$ cat src/rtl/acc_pkg.sv
// Shared constants, FSM state encoding and command-entry layout for the
// accelerator APB initiator.
package acc_pkg;

  localparam int APB_ADDR_W = 13;
  localparam int APB_DATA_W = 32;

  localparam logic [12:0] ACC_EN_ADDR     = 13'h1FFF;
  localparam logic [12:0] ACC_LOAD_A_ADDR = 13'd1;
  localparam logic [12:0] ACC_LOAD_X_ADDR = 13'd2;
  localparam logic [31:0] ACC_EN_VALUE    = 32'd1;
  localparam logic [31:0] ACC_END_VALUE   = 32'd0;

  typedef enum logic [1:0] {
    ST_IDLE   = 2'd0,
    ST_SETUP  = 2'd1,
    ST_ACCESS = 2'd2
  } apb_state_t;

  // Buffered command entry is {write, addr, wdata}.
  function automatic int cmd_entry_w(int addr_w);
    return 1 + addr_w + APB_DATA_W;
  endfunction

endpackage

$ cat src/rtl/acc_apb_master_if.sv
// Host command/response stream plus APB bus of the accelerator initiator.
interface acc_apb_master_if #(
  parameter int ADDR_W = acc_pkg::APB_ADDR_W
);
  logic              cmd_valid;
  logic              cmd_ready;
  logic              cmd_write;
  logic [ADDR_W-1:0] cmd_addr;
  logic [31:0]       cmd_wdata;
  logic              rsp_valid;
  logic [31:0]       rsp_rdata;
  logic              rsp_err;
  logic              rsp_timeout;
  logic              busy;
  logic [ADDR_W-1:0] PADDR;
  logic [31:0]       PWDATA;
  logic              PWRITE;
  logic              PSEL;
  logic              PENABLE;
  logic [31:0]       PRDATA;
  logic              PREADY;
  logic              PSLVERR;

  modport master (
    input  cmd_valid, cmd_write, cmd_addr, cmd_wdata, PRDATA, PREADY, PSLVERR,
    output cmd_ready, rsp_valid, rsp_rdata, rsp_err, rsp_timeout, busy,
           PADDR, PWDATA, PWRITE, PSEL, PENABLE
  );

  modport slave (
    output cmd_valid, cmd_write, cmd_addr, cmd_wdata, PRDATA, PREADY, PSLVERR,
    input  cmd_ready, rsp_valid, rsp_rdata, rsp_err, rsp_timeout, busy,
           PADDR, PWDATA, PWRITE, PSEL, PENABLE
  );
endinterface

$ cat src/rtl/acc_cmd_fifo.sv
// Two-entry register FIFO holding host commands ahead of the APB FSM.
module acc_cmd_fifo #(
  parameter int WIDTH = 46
) (
  input  logic             clk,
  input  logic             rst,
  input  logic             push,
  input  logic             pop,
  input  logic [WIDTH-1:0] wdata,
  output logic [WIDTH-1:0] rdata,
  output logic             full,
  output logic             empty
);
  logic [WIDTH-1:0] mem [2];
  logic             wr_ptr;
  logic             rd_ptr;
  logic [1:0]       count;

  // Caller guarantees push only when !full and pop only when !empty.
  always_ff @(posedge clk or posedge rst) begin
    if (rst) begin
      mem[0] <= '0;
      mem[1] <= '0;
      wr_ptr <= 1'b0;
      rd_ptr <= 1'b0;
      count  <= 2'd0;
    end else begin
      if (push) begin
        mem[wr_ptr] <= wdata;
        wr_ptr      <= ~wr_ptr;
      end
      if (pop) rd_ptr <= ~rd_ptr;
      if (push && !pop)      count <= count + 2'd1;
      else if (!push && pop) count <= count - 2'd1;
    end
  end

  assign rdata = mem[rd_ptr];
  assign full  = (count == 2'd2);
  assign empty = (count == 2'd0);
endmodule

$ cat src/rtl/acc_apb_master.sv
// APB initiator: buffers host commands and runs each as one SETUP->ACCESS
// transfer with wait-state support, timeout abort and one response per command.
//
// state     | meaning
// ST_IDLE   | bus idle, waiting for a buffered command
// ST_SETUP  | PSEL=1, PENABLE=0, address phase of the popped command
// ST_ACCESS | PSEL=1, PENABLE=1, waiting for PREADY or timeout
module acc_apb_master
  import acc_pkg::*;
#(
  parameter int APB_ADDR_WIDTH = 13,
  parameter int TIMEOUT_CYCLES = 64,
  parameter int TO_CNT_W       = 8
) (
  input logic               clk,
  input logic               rst,
  acc_apb_master_if.master  bus
);
  localparam int ENTRY_W = cmd_entry_w(APB_ADDR_WIDTH);

  apb_state_t                state;
  logic [TO_CNT_W-1:0]       to_cnt;
  logic                      psel, penable, pwrite;
  logic [APB_ADDR_WIDTH-1:0] paddr;
  logic [31:0]               pwdata;
  logic                      rsp_valid, rsp_err, rsp_timeout;
  logic [31:0]               rsp_rdata;

  logic [ENTRY_W-1:0]        push_data, head;
  logic                      full, empty, push, pop, to_hit;
  logic                      head_write;
  logic [APB_ADDR_WIDTH-1:0] head_addr;
  logic [31:0]               head_wdata;

  assign push_data  = {bus.cmd_write, bus.cmd_addr, bus.cmd_wdata};
  assign push       = bus.cmd_valid && !full;
  assign pop        = !empty && ((state == ST_IDLE) || (state == ST_ACCESS && bus.PREADY));
  assign head_write = head[ENTRY_W-1];
  assign head_addr  = head[32 +: APB_ADDR_WIDTH];
  assign head_wdata = head[31:0];
  // Counter saturates one short of the limit; the hit cycle is itself the last waited cycle.
  assign to_hit     = (TIMEOUT_CYCLES != 0) && (to_cnt == TO_CNT_W'(TIMEOUT_CYCLES - 1));

  acc_cmd_fifo #(.WIDTH(ENTRY_W)) u_fifo (
    .clk   (clk),
    .rst   (rst),
    .push  (push),
    .pop   (pop),
    .wdata (push_data),
    .rdata (head),
    .full  (full),
    .empty (empty)
  );

  always_ff @(posedge clk or posedge rst) begin
    if (rst) begin
      state       <= ST_IDLE;
      to_cnt      <= '0;
      psel        <= 1'b0;
      penable     <= 1'b0;
      pwrite      <= 1'b0;
      paddr       <= '0;
      pwdata      <= '0;
      rsp_valid   <= 1'b0;
      rsp_rdata   <= '0;
      rsp_err     <= 1'b0;
      rsp_timeout <= 1'b0;
    end else begin
      rsp_valid <= 1'b0;
      unique case (state)
        ST_IDLE: begin
          if (!empty) begin
            state  <= ST_SETUP;
            psel   <= 1'b1;
            paddr  <= head_addr;
            pwrite <= head_write;
            pwdata <= head_write ? head_wdata : 32'd0;
            to_cnt <= '0;
          end
        end
        ST_SETUP: begin
          state   <= ST_ACCESS;
          penable <= 1'b1;
        end
        ST_ACCESS: begin
          if (bus.PREADY) begin
            rsp_valid   <= 1'b1;
            rsp_rdata   <= pwrite ? 32'd0 : bus.PRDATA;
            rsp_err     <= bus.PSLVERR;
            rsp_timeout <= 1'b0;
            penable     <= 1'b0;
            if (!empty) begin
              state  <= ST_SETUP;
              paddr  <= head_addr;
              pwrite <= head_write;
              pwdata <= head_write ? head_wdata : 32'd0;
              to_cnt <= '0;
            end else begin
              state <= ST_IDLE;
              psel  <= 1'b0;
            end
          end else if (to_hit) begin
            rsp_valid   <= 1'b1;
            rsp_rdata   <= 32'd0;
            rsp_err     <= 1'b1;
            rsp_timeout <= 1'b1;
            psel        <= 1'b0;
            penable     <= 1'b0;
            state       <= ST_IDLE;
          end else begin
            to_cnt <= to_cnt + 1'b1;
          end
        end
        default: state <= ST_IDLE;
      endcase
    end
  end

  assign bus.cmd_ready   = !full;
  assign bus.busy        = (state != ST_IDLE) || !empty;
  assign bus.PSEL        = psel;
  assign bus.PENABLE     = penable;
  assign bus.PWRITE      = pwrite;
  assign bus.PADDR       = paddr;
  assign bus.PWDATA      = pwdata;
  assign bus.rsp_valid   = rsp_valid;
  assign bus.rsp_rdata   = rsp_rdata;
  assign bus.rsp_err     = rsp_err;
  assign bus.rsp_timeout = rsp_timeout;
endmodule

$ cat src/flat_wrapper.sv
// flat-port wrapper written by rule: the top's interface ports become plain ports
module acc_apb_master_flat import acc_pkg::*;
#(
  parameter int APB_ADDR_WIDTH = 13,
  parameter int TIMEOUT_CYCLES = 64,
  parameter int TO_CNT_W       = 8
)
  (clk, rst, bus_cmd_valid, bus_cmd_write, bus_cmd_addr, bus_cmd_wdata, bus_PRDATA, bus_PREADY, bus_PSLVERR, bus_cmd_ready, bus_rsp_valid, bus_rsp_rdata, bus_rsp_err, bus_rsp_timeout, bus_busy, bus_PADDR, bus_PWDATA, bus_PWRITE, bus_PSEL, bus_PENABLE);
  acc_apb_master_if #(.ADDR_W((13))) bus_i ();
  input logic clk;
  input logic rst;
  input wire logic [$bits(bus_i.cmd_valid)-1:0] bus_cmd_valid;
  input wire logic [$bits(bus_i.cmd_write)-1:0] bus_cmd_write;
  input wire logic [$bits(bus_i.cmd_addr)-1:0] bus_cmd_addr;
  input wire logic [$bits(bus_i.cmd_wdata)-1:0] bus_cmd_wdata;
  input wire logic [$bits(bus_i.PRDATA)-1:0] bus_PRDATA;
  input wire logic [$bits(bus_i.PREADY)-1:0] bus_PREADY;
  input wire logic [$bits(bus_i.PSLVERR)-1:0] bus_PSLVERR;
  output wire logic [$bits(bus_i.cmd_ready)-1:0] bus_cmd_ready;
  output wire logic [$bits(bus_i.rsp_valid)-1:0] bus_rsp_valid;
  output wire logic [$bits(bus_i.rsp_rdata)-1:0] bus_rsp_rdata;
  output wire logic [$bits(bus_i.rsp_err)-1:0] bus_rsp_err;
  output wire logic [$bits(bus_i.rsp_timeout)-1:0] bus_rsp_timeout;
  output wire logic [$bits(bus_i.busy)-1:0] bus_busy;
  output wire logic [$bits(bus_i.PADDR)-1:0] bus_PADDR;
  output wire logic [$bits(bus_i.PWDATA)-1:0] bus_PWDATA;
  output wire logic [$bits(bus_i.PWRITE)-1:0] bus_PWRITE;
  output wire logic [$bits(bus_i.PSEL)-1:0] bus_PSEL;
  output wire logic [$bits(bus_i.PENABLE)-1:0] bus_PENABLE;
  assign bus_i.cmd_valid = bus_cmd_valid;
  assign bus_i.cmd_write = bus_cmd_write;
  assign bus_i.cmd_addr = bus_cmd_addr;
  assign bus_i.cmd_wdata = bus_cmd_wdata;
  assign bus_i.PRDATA = bus_PRDATA;
  assign bus_i.PREADY = bus_PREADY;
  assign bus_i.PSLVERR = bus_PSLVERR;
  assign bus_cmd_ready = bus_i.cmd_ready;
  assign bus_rsp_valid = bus_i.rsp_valid;
  assign bus_rsp_rdata = bus_i.rsp_rdata;
  assign bus_rsp_err = bus_i.rsp_err;
  assign bus_rsp_timeout = bus_i.rsp_timeout;
  assign bus_busy = bus_i.busy;
  assign bus_PADDR = bus_i.PADDR;
  assign bus_PWDATA = bus_i.PWDATA;
  assign bus_PWRITE = bus_i.PWRITE;
  assign bus_PSEL = bus_i.PSEL;
  assign bus_PENABLE = bus_i.PENABLE;
  acc_apb_master #(.APB_ADDR_WIDTH(APB_ADDR_WIDTH), .TIMEOUT_CYCLES(TIMEOUT_CYCLES), .TO_CNT_W(TO_CNT_W)) u_core (.clk(clk), .rst(rst), .bus(bus_i));
endmodule
$ cat config.mk
export PLATFORM = sky130hd
export DESIGN_NAME = acc_apb_master_flat
export DESIGN_NICKNAME = d
export VERILOG_FILES = /design/src/rtl/acc_pkg.sv /design/src/rtl/acc_apb_master_if.sv /design/src/rtl/acc_cmd_fifo.sv /design/src/rtl/acc_apb_master.sv /design/src/flat_wrapper.sv
export SDC_FILE = /design/constraint.sdc
export NUM_CORES = 1
export LEC_CHECK = 0
export ABC_AREA = 1
export CORE_MARGIN = 2
export CORE_UTILIZATION = 55
export DETAILED_ROUTE_END_ITERATION = 10
export PLACE_DENSITY_LB_ADDON = 0.2
export SLEW_MARGIN = 15
export SYNTH_ARGS = -nofsm -noshare
export SYNTH_HDL_FRONTEND = slang
export SYNTH_SLANG_ARGS = --single-unit
$ cat constraint.sdc
create_clock -name clk -period 11.9 [get_ports clk]
set_clock_uncertainty 0.2 [all_clocks]
set_input_delay 2.38 -clock clk [delete_from_list [all_inputs] [get_ports clk]]
set_output_delay 2.38 -clock clk [all_outputs]
set_load 0.05 [all_outputs]
Word level (Yosys, flattened, before mapping)
Cells that the tools add are included.

storage, ports and cells
  output and inout bits = 85
  bits in registers = 189
  logic and storage cells = 103

operators by class
  multiplexer cells = 43
  reductions and logical operators = 25
  $add $sub $neg = 3
  bitwise gates (word level) = 4
  equal/unequal tests = 9
  $lt $le $gt $ge = 3

operators with widths
  cell                                                              number
  32-bit 2-to-1 mux                                                 6
  46-bit 2-to-1 mux                                                 4
  92-bit bitwise mux                                                1
  32-bit one-hot mux with 2 select lines                            1
  46-bit demux with 1-bit select                                    1
  13-bit 2-to-1 mux                                                 2
  13-bit one-hot mux with 2 select lines                            1
  8-bit 2-to-1 mux                                                  3
  8-bit one-hot mux with 2 select lines                             1
  1-bit 2-to-1 mux                                                  14
  2-bit 2-to-1 mux                                                  5
  2-bit AND reduction                                               5
  2-bit nonzero test                                                5
  8-bit by 1-bit adder with 8-bit output (second input constant)    1
  8-bit by 6-bit == test with 1-bit output (second input constant)  1
  1-bit logical AND                                                 6
  3-bit by 2-bit != test with 1-bit output (second input constant)  2
  1-bit one-hot mux with 2 select lines                             3
  2-bit one-hot mux with 3 select lines                             1
  2-bit == test (second input constant)                             2
  2-bit >= comparator (second input constant)                       2
  1-bit logical NOT                                                 4
  2-bit logical NOT                                                 2
  2-bit != test (second input constant)                             2
  other kinds (9)                                                   12

Depth between registers and ports, before layout
  word-level depth = 8
  gate-level depth with buffers = 10
  mapped depth without buffers = 9

Modules after synthesis
A second synthesis with hierarchy kept.

unflattened totals
  cells, all modules = 898
  area, all modules = 8,340.5 um^2

by module, submodules not included
  module          area an instance (um^2)  cells an instance  times used
  acc_cmd_fifo    4,297.9                  419                1
  acc_apb_master  4,042.6                  479                1

Worst setup path before layout
Ideal clock, no wire load.

  path type = input to register
  from = input port bus_PREADY
  to = register u_core.u_fifo.count[1]
  required time = 11.569 ns
  buffers on the path = 0
  slack = 8.127 ns
  arrival = 3.442 ns
  cell stages on the path = 7
  library setup time = 0.131 ns
  path through = nand2_2 inv_1 o21ai_0 ha_1 a21oi_1 o21ai_0 xor2_1

on the way
  cells in the longest elaborated chain, start to end = 6

ends and longest elaborated chain
  element                                                 line                  text
  start, declared                                         flat_wrapper.sv:17    input wire logic [$bits(bus_i.PREADY)-1:0] bus_PREADY;
  1-bit logical AND *                                     acc_apb_master.sv:37  assign pop = !empty && ((state == ST_IDLE) || (state == ST_ACCESS && bus.PREADY));
  1-bit logical OR *                                      acc_apb_master.sv:37
  1-bit logical AND *                                     acc_apb_master.sv:37
  1-bit logical NOT                                       acc_cmd_fifo.sv:33    if (push && !pop) count <= count + 2'd1;
  1-bit logical AND                                       acc_cmd_fifo.sv:33
  2-bit 2-to-1 mux or 2-bit nonzero test (tied branches)  n/a
  end signal, assigned                                    acc_cmd_fifo.sv:33
  end signal, assigned                                    acc_cmd_fifo.sv:34    else if (!push && pop) count <= count - 2'd1;
  end, declared                                           acc_cmd_fifo.sv:17    logic [1:0] count;

Every way passes the cells marked *; elsewhere a longest branch is shown, timed or not.
A chain may end at the register's enable or synchronous reset.

Worst setup path in the final report
  from = register u_core.state[0]
  to = output port bus_busy

on the way
  cells in the longest elaborated chain, start to end = 2

ends and longest elaborated chain
  element                 line                   text
  start, declared         acc_apb_master.sv:21   apb_state_t state;
  start signal, assigned  acc_apb_master.sv:57   state <= ST_IDLE;
  start signal, assigned  acc_apb_master.sv:73   state <= ST_SETUP;
  start signal, assigned  acc_apb_master.sv:82   state <= ST_ACCESS;
  2-bit nonzero test      acc_apb_master.sv:120  assign bus.busy = (state != ST_IDLE) || !empty;
  1-bit logical OR        acc_apb_master.sv:120
  end, declared           flat_wrapper.sv:24     output wire logic [$bits(bus_i.busy)-1:0] bus_busy;

Every way passes these cells.

==> run metrics <==
drt total wl=17800 um; post-layout util=0.713; gpl congestion=0.840; sum of buffers and inverters on the critical path=2; wire per inst=15.0 um; reg2reg setup slack=8.98 ns; TritonCTS Buffers=17; Synth Area in Compound Gates=0.113; I/O pins=168; syn nets=937; simple-gate area share of the yosys netlist=0.178; CP Launch Point=u_core.state[0]; Pwr Total=between 0.002 and 0.003 W; nets=1082; Setup TNS=0 ns; reg2reg end=u_core.bus.PWDATA[21]; pwr dens=around 290 nW/um^2; antenna-violating nets left=0; Hold-fix buffers, CTS=0; Hold WC Path Type=register to register; arrival time worst endpoint=2.19 ns; fin crit period=4.77 ns; Synth Area in Adders=0.00929; Setup CP Type=register to output pin; fin crit share=0.401; DRT Pass-1 Iters=5; Starting Density=0.560; Core ar.=around 14000 um^2; Area Overhead vs Synth=27.3%; fmax=210 MHz; Site Rows=44; IO Port Bufs=167; slowest cell on the critical path=clkdlybuf4s50_1; Synth Register Bits=189; Mapped Area=8080 um^2; Horiz. Die Dim=125 um; Synth Area in XOR/XNOR=0.00325; MaxCap Viol Count=0; outcome=finished clean; met1 WL=8500 um; die height=125 um; register clock-pin slew on the reported worst setup and hold paths=about 0.070 ns; Sink Count=189; DP Area=9710 um^2; Comb power frac=0.458; clock network power share=0.186; count of final setup violators=0; Hold Vio Cnt, Final=0; GRT overflow=0; highest routed layer=met4; CP Depth=4; Post-Synthesis Mean Instance Area=~9.5 um^2; Peak VDD IR=~130 uV; die area=15700 um^2; CTS resizes=0; Final Max Tran Viols=0; vias in the first global route=5983; CTS max path bufs=2; CP max FO=5; Initial DRC Count=478; FF-to-FF path depth=6; Worst Setup EP=bus_busy; Worst Tran Pin Value=~1.1 ns; yosys warns=0; htree depth=4; largest net degree at the start of global routing=109; antenna cells=0; residual DRC count=0; Via Count=6185; CP Capture Type=output pin; vias per inst=5.20; share of layout cells above drive strength 1=0.0816; largest family of logic cells by synthesized area=simple AND/OR/NAND/NOR gates; clock root buffer=clkbuf_16; post-DP HPWL=between 10000 and 15000 um; Slew headroom=0.267; met3 WL=876 um; Setup crit start kind=register; met2 wire length=8180 um; gate count after technology mapping=848; CP cell instances=inv_1 -> ha_1 -> nand2_1 -> clkdlybuf4s50_1; switching power=0.00128 W; CP top delay family=buffers and inverters; sequential power share=0.356; register area share after synthesis=0.585; LEAKAGE=5.00 nW; Netlist cell types=30; Critical Path RT=9.32 ns; crit-path max cell delay=between 0.8 and 0.9 ns; multiplexer share of the synthesized area=0.0396; CTS tree=built; Clock Latency Late Sink=between 0.4 and 0.5 ns; wire length of the first global-routing pass=between 30000 and 40000 um; Switching Share=0.432; Internal=0.00169 W; worst r2r src=u_core.u_fifo.rd_ptr; Total GRT Usage=0.239; setup bufs post-CTS=0; antenna violations before repair=0; post-route cell area=10300 um^2; unrepaired setup endpoints after global routing=false
-- worst min path at each step --
stage                                      from                     to  slack [ns]  cells after the start
after CTS                 u_core.u_fifo.mem[74]  u_core.u_fifo.mem[74]        0.28                      2
after detailed placement  u_core.u_fifo.mem[74]  u_core.u_fifo.mem[74]        0.27                      2
after floorplan           u_core.u_fifo.mem[58]  u_core.u_fifo.mem[58]        0.25                      2
after global routing      u_core.u_fifo.mem[84]  u_core.u_fifo.mem[84]        0.30                      2
after global placement          u_core.bus.PSEL        u_core.bus.PSEL        0.26                      2
final                     u_core.u_fifo.mem[75]  u_core.u_fifo.mem[75]        0.28                      2
-- worst reg2reg max path: stages (launching register included) --
cell     delay (ns)
dfrtp_2        0.38
buf_4          0.36
inv_1          0.57
nand2_1        0.10
nand2_1        0.10
nand3_2        0.65
o21ai_0        0.45
-- cells in the mapped netlist --
master	count	area (um^2)
nand2_4	1	11.3
inv_1	67	251
xor2_1	2	17.5
ha_1	6	75.1
nand3_1	51	255
nand4_1	2	12.5
buf_6	14	158
o21ai_2	30	263
nor3_1	1	5.00
nor2_2	2	12.5
buf_4	4	30.0
a21oi_1	8	40.0
inv_2	3	11.3
o21ai_1	40	200
nor2_1	38	143
mux2i_1	32	320
nand2_1	243	912
buf_1	3	11.3
o21ai_0	62	310
or2_0	1	6.26
nand2_2	6	37.5
xnor2_1	1	8.76
buf_2	17	85.1
nand3_2	3	30.0
nand3b_1	1	7.51
dfrtp_1	189	4730
or2_4	1	8.76
clkbuf_2	4	20.0
clkbuf_1	3	11.3
o31ai_1	13	97.6
-- cells by family (layout without fill, tap and decap cells) --
group | after synthesis | count (layout)
AOI/OAI and AO/OA | 153 | 153
xor gates and xnor gates | 3 | 3
adders and majority gates | 6 | 6
buffers and inverters | 115 | 272
DFF | 189 | 189
and+or+nand+nor | 350 | 350
muxes | 32 | 32
-- power by group through the flow --
| stage | registers [W] | logic [W] | clock network (W) |
|---|---|---|---|
| global route | 0.00109 | 0.00148 | 0.000592 |
| finish | 0.00106 | 0.00136 | 0.000554 |
| floorplan | 0.00139 | 0.000667 | 0 |
| CTS | 0.00106 | 0.00137 | 0.000560 |
| detailed placement | 0.00107 | 0.00137 | 0 |
| global placement | 0.00106 | 0.00134 | 0 |
-- registers in the layout, indices dropped and copies added, names as in the netlist --
name / count
u_core.bus.PADDR: 13
u_core.u_fifo.rd_ptr: 1
u_core.bus.PWDATA: 32
u_core.u_fifo.wr_ptr: 1
u_core.bus.rsp_err: 1
u_core.bus.PSEL: 1
u_core.bus.rsp_rdata: 32
u_core.bus.rsp_valid: 1
u_core.u_fifo.mem: 92
u_core.state: 2
u_core.to_cnt: 8
u_core.u_fifo.count: 2
u_core.bus.rsp_timeout: 1
u_core.bus.PENABLE: 1
u_core.bus.PWRITE: 1
-- layout make-up --
| type | instances | area, um^2 |
|---|---|---|
| Tap cell | 184 | 230 |
| Clock inverter | 9 | 111 |
| Clock buffer | 22 | 464 |
| Timing Repair Buffer | 171 | 1700 |
| Multi-Input combinational cell | 544 | 2780 |
| Inverter | 70 | 268 |
| Sequential cell | 189 | 4730 |
| Fill cell | 1118 | 4130 |
-- per-stage QoR --
step                      setup slack [ns]  hold slack, ns  instances
final                                 7.13           0.280       1189
after detailed placement              6.94           0.267       1158
after global placement                7.05           0.257       1158
after global routing                  7.03           0.303       1189
after floorplan                       4.18           0.252        848
after CTS                             7.13           0.283       1189
-- placed cells by master, fill, tap and decap left out, drive strengths merged, types with 4 or more instances in the layout --
master         Yosys  final
clkbuf             7     22
clkdlybuf4s50      0    167
a21oi              8      8
nor2              40     40
o31ai             13     13
o21ai            132    132
ha                 6      6
mux2i             32     32
nand2            250    250
inv               70     70
nand3             54     54
clkinv             0      5
dfrtp            189    189
buf               38      4
-- routing by layer --
layer	vias to the layer above	GRT usage
met2	193	0.371
met3	19	0.0492
met5	-	0
met4	0	0.0745
li1	3026	-
met1	2947	0.343
(Power assumes the default switching activity.)
==> variant: new RTL, config.mk and constraints unchanged <==
`TO_CNT_W` is set to 8 in 2 places; all go to 7.
--- a/src/rtl/acc_apb_master.sv
+++ b/src/rtl/acc_apb_master.sv
@@ -10,7 +10,7 @@
 #(
   parameter int APB_ADDR_WIDTH = 13,
   parameter int TIMEOUT_CYCLES = 64,
-  parameter int TO_CNT_W       = 8
+  parameter int TO_CNT_W       = 7
 ) (
   input logic               clk,
   input logic               rst,
--- a/src/flat_wrapper.sv
+++ b/src/flat_wrapper.sv
@@ -3,7 +3,7 @@
 #(
   parameter int APB_ADDR_WIDTH = 13,
   parameter int TIMEOUT_CYCLES = 64,
-  parameter int TO_CNT_W       = 8
+  parameter int TO_CNT_W       = 7
 )
   (clk, rst, bus_cmd_valid, bus_cmd_write, bus_cmd_addr, bus_cmd_wdata, bus_PRDATA, bus_PREADY, bus_PSLVERR, bus_cmd_ready, bus_rsp_valid, bus_rsp_rdata, bus_rsp_err, bus_rsp_timeout, bus_busy, bus_PADDR, bus_PWDATA, bus_PWRITE, bus_PSEL, bus_PENABLE);
   acc_apb_master_if #(.ADDR_W((13))) bus_i ();
Check against the original RTL: no difference found for any inputs over 4 cycles, from zero or initial values and one cycle with rst high; that may be too few to reach the edited logic, so the function may still have changed.
==> variant against the unedited design <==
Wire length fell by 0.48%; count of clock-buffer cells in the layout rose by 2; sequential share of layout area rose by 0.47 points; final area fell by 1.5%; fmax fell by 0.26%; setup slack got worse by 0.013 ns; synthesized cell count fell by 1.8%; highest routed layer unchanged; synthesized area fell by 2.2%; sequential cell count fell by 1; power fell by 0.71%; global-route usage rose by 0.22 points; critical endpoint unchanged; hold slack got worse by 0.011 ns.
==> variant: results (changes against the unedited design) <==
- Number of nets in the final layout: 1,066 (was 1,082)
- Routability-driven placement congestion ratio: 0.792 (was 0.840)
- Global routing usage summed across all routing layers: 0.241 (was 0.239)
- Most instantiated cells after synthesis: sky130_fd_sc_hd__nand2_1, sky130_fd_sc_hd__dfrtp_1, sky130_fd_sc_hd__o21ai_0, sky130_fd_sc_hd__o21ai_1, sky130_fd_sc_hd__inv_1 (was sky130_fd_sc_hd__nand2_1, sky130_fd_sc_hd__dfrtp_1, sky130_fd_sc_hd__inv_1, sky130_fd_sc_hd__o21ai_0, sky130_fd_sc_hd__nand3_1)
- Placed wire-length estimate: 11.0 mm (was 11.1 mm)
- Post-DR vias/cell: 5.32 (was 5.20)
- Final routed wire length divided by cell count: 15.2 um (was 15.0 um)
- Synth Net Count: 922 (was 937)
- Hold Worst Slack: 0.269 ns (was 0.280 ns)
- Hold path endpoint: u_core.bus.rsp_rdata[3]$_DFFE_PP0P_ (was u_core.u_fifo.mem[75]$_DFFE_PP0P_)
- Peak VDD IR: 0.000145 V (was 0.000128 V)
- Reg2Reg Launch Point: u_core.state[0]$_DFFE_PP0P_ (was u_core.u_fifo.rd_ptr$_DFFE_PP0P_)
- Min-delay src: u_core.bus.rsp_rdata[3]$_DFFE_PP0P_ (was u_core.u_fifo.mem[75]$_DFFE_PP0P_)
- Number of setup buffers added after CTS: 0 (unchanged)
- Top area cells in the synthesized netlist: sky130_fd_sc_hd__dfrtp_1, sky130_fd_sc_hd__nand2_1, sky130_fd_sc_hd__o21ai_0, sky130_fd_sc_hd__o21ai_1, sky130_fd_sc_hd__mux2i_1 (was sky130_fd_sc_hd__dfrtp_1, sky130_fd_sc_hd__nand2_1, sky130_fd_sc_hd__mux2i_1, sky130_fd_sc_hd__o21ai_0, sky130_fd_sc_hd__o21ai_2)
- Slew @ Worst Pin: 1.03 ns (was 1.10 ns)
- Cell count of the worst reg-to-reg path: 9 (was 6)
- Status: finished, final reports clean (unchanged)
- Wire length of the first global-routing pass: 28.5 mm (was 30.1 mm)
- Buffers on Ports: 167 (unchanged)
- Largest driver fanout on the critical path: 5 (unchanged)
- Yosys cell types: 28 (was 30)
- R2R Setup Slk: 8.84 ns (was 8.98 ns)
- Static Leakage: 0.00486 uW (was 0.00500 uW)
- Portion of the post-synthesis area used by sequential elements: 0.595 (was 0.585)
- Worst-Skew Late Latency: 0.42 ns (about the same)
- Ratio of cells with drive above 1 in the final layout: 0.0607 (was 0.0816)
- Total of warnings raised by yosys: 0 (unchanged)
- Reg2Reg Capture Point: u_core.u_fifo.count[1]$_DFFE_PP0P_ (was u_core.bus.PWDATA[21]$_DFFE_PP0P_)
- Filler cell count in the final layout: 1,060 (was 1,118)
- Initial DRC Count: 450 (was 478)
- Largest net degree at the start of global routing: 110 (was 109)
- Vias in the first global route: 5,798 (was 5,983)
==> variant: routing by layer <==
metal,wire length (um),global-route usage,part of all wire,up-vias
met5,0,0,0,-
met4,238,0.0753,0.013,0
met3,1350,0.0540,0.076,22
met2,8160,0.375,0.46,228
met1,7980,0.340,0.45,2972
li1,-,-,-,3001
==> variant: logic make-up (layout without fill, tap and decap cells) <==
group | after synthesis | in the layout | share of synthesized area
buffers and inverters | 112 | 268 | 0.0638
flip-flops | 188 | 188 | 0.595
AO/OA/AOI/OAI | 197 | 197 | 0.130
XOR/XNOR | 3 | 3 | 0.00333
multiplexers | 32 | 32 | 0.0405
AND/OR/NAND/NOR | 295 | 295 | 0.158
adder cells (fa/ha/maj) | 6 | 6 | 0.00950
==> variant: layout make-up <==
class / instances / area share
Inverter: 66 / 0.0252
Tap cell: 180 / 0.0222
Timing Repair Buffer: 171 / 0.168
Clock inverter: 7 / 0.00642
Sequential cell: 188 / 0.464
Clock buffer: 24 / 0.0475
Multi-Input combinational cell: 533 / 0.266
==> variant: through the flow <==
| step | cells | instance area [um2] | setup WS (ns) |
|---|---|---|---|
| floorplan | 833 | 7900 | 4.21 |
| global placement | 1138 | 9590 | 6.80 |
| detailed placement | 1138 | 9590 | 6.76 |
| CTS | 1169 | 10100 | 7.12 |
| global route | 1169 | 10100 | 6.98 |
| finish | 1169 | 10100 | 7.12 |
==> variant: how the worst max path moves through the flow <==
stage,from,endpoint,slack [ns]
after CTS,bus_PREADY,u_core.u_fifo.count[1]$_DFFE_PP0P_,7.12
after detailed placement,bus_PREADY,u_core.u_fifo.count[1]$_DFFE_PP0P_,6.76
after global placement,bus_PREADY,u_core.u_fifo.count[1]$_DFFE_PP0P_,6.80
final,u_core.state[0]$_DFFE_PP0P_,bus_busy,7.12
after global routing,bus_PREADY,u_core.u_fifo.count[1]$_DFFE_PP0P_,6.98
after floorplan,rst,u_core.bus.PADDR[0]$_DFFE_PP0P_,4.21
==> variant: critical path, stage by stage, from the launching register on <==
cell and delay, ns:
sky130_fd_sc_hd__dfrtp_1 0.40, sky130_fd_sc_hd__inv_1 0.08, sky130_fd_sc_hd__ha_1 0.26, sky130_fd_sc_hd__nand2_1 0.19
sky130_fd_sc_hd__clkdlybuf4s50_1 0.85
==> variant: power by group <==
part / leakage (uW) / switching [uW] / internal, uW
clock: 0.000266 / 229 / 303
sequential: 0.00238 / 143 / 910
combinational: 0.00222 / 906 / 465
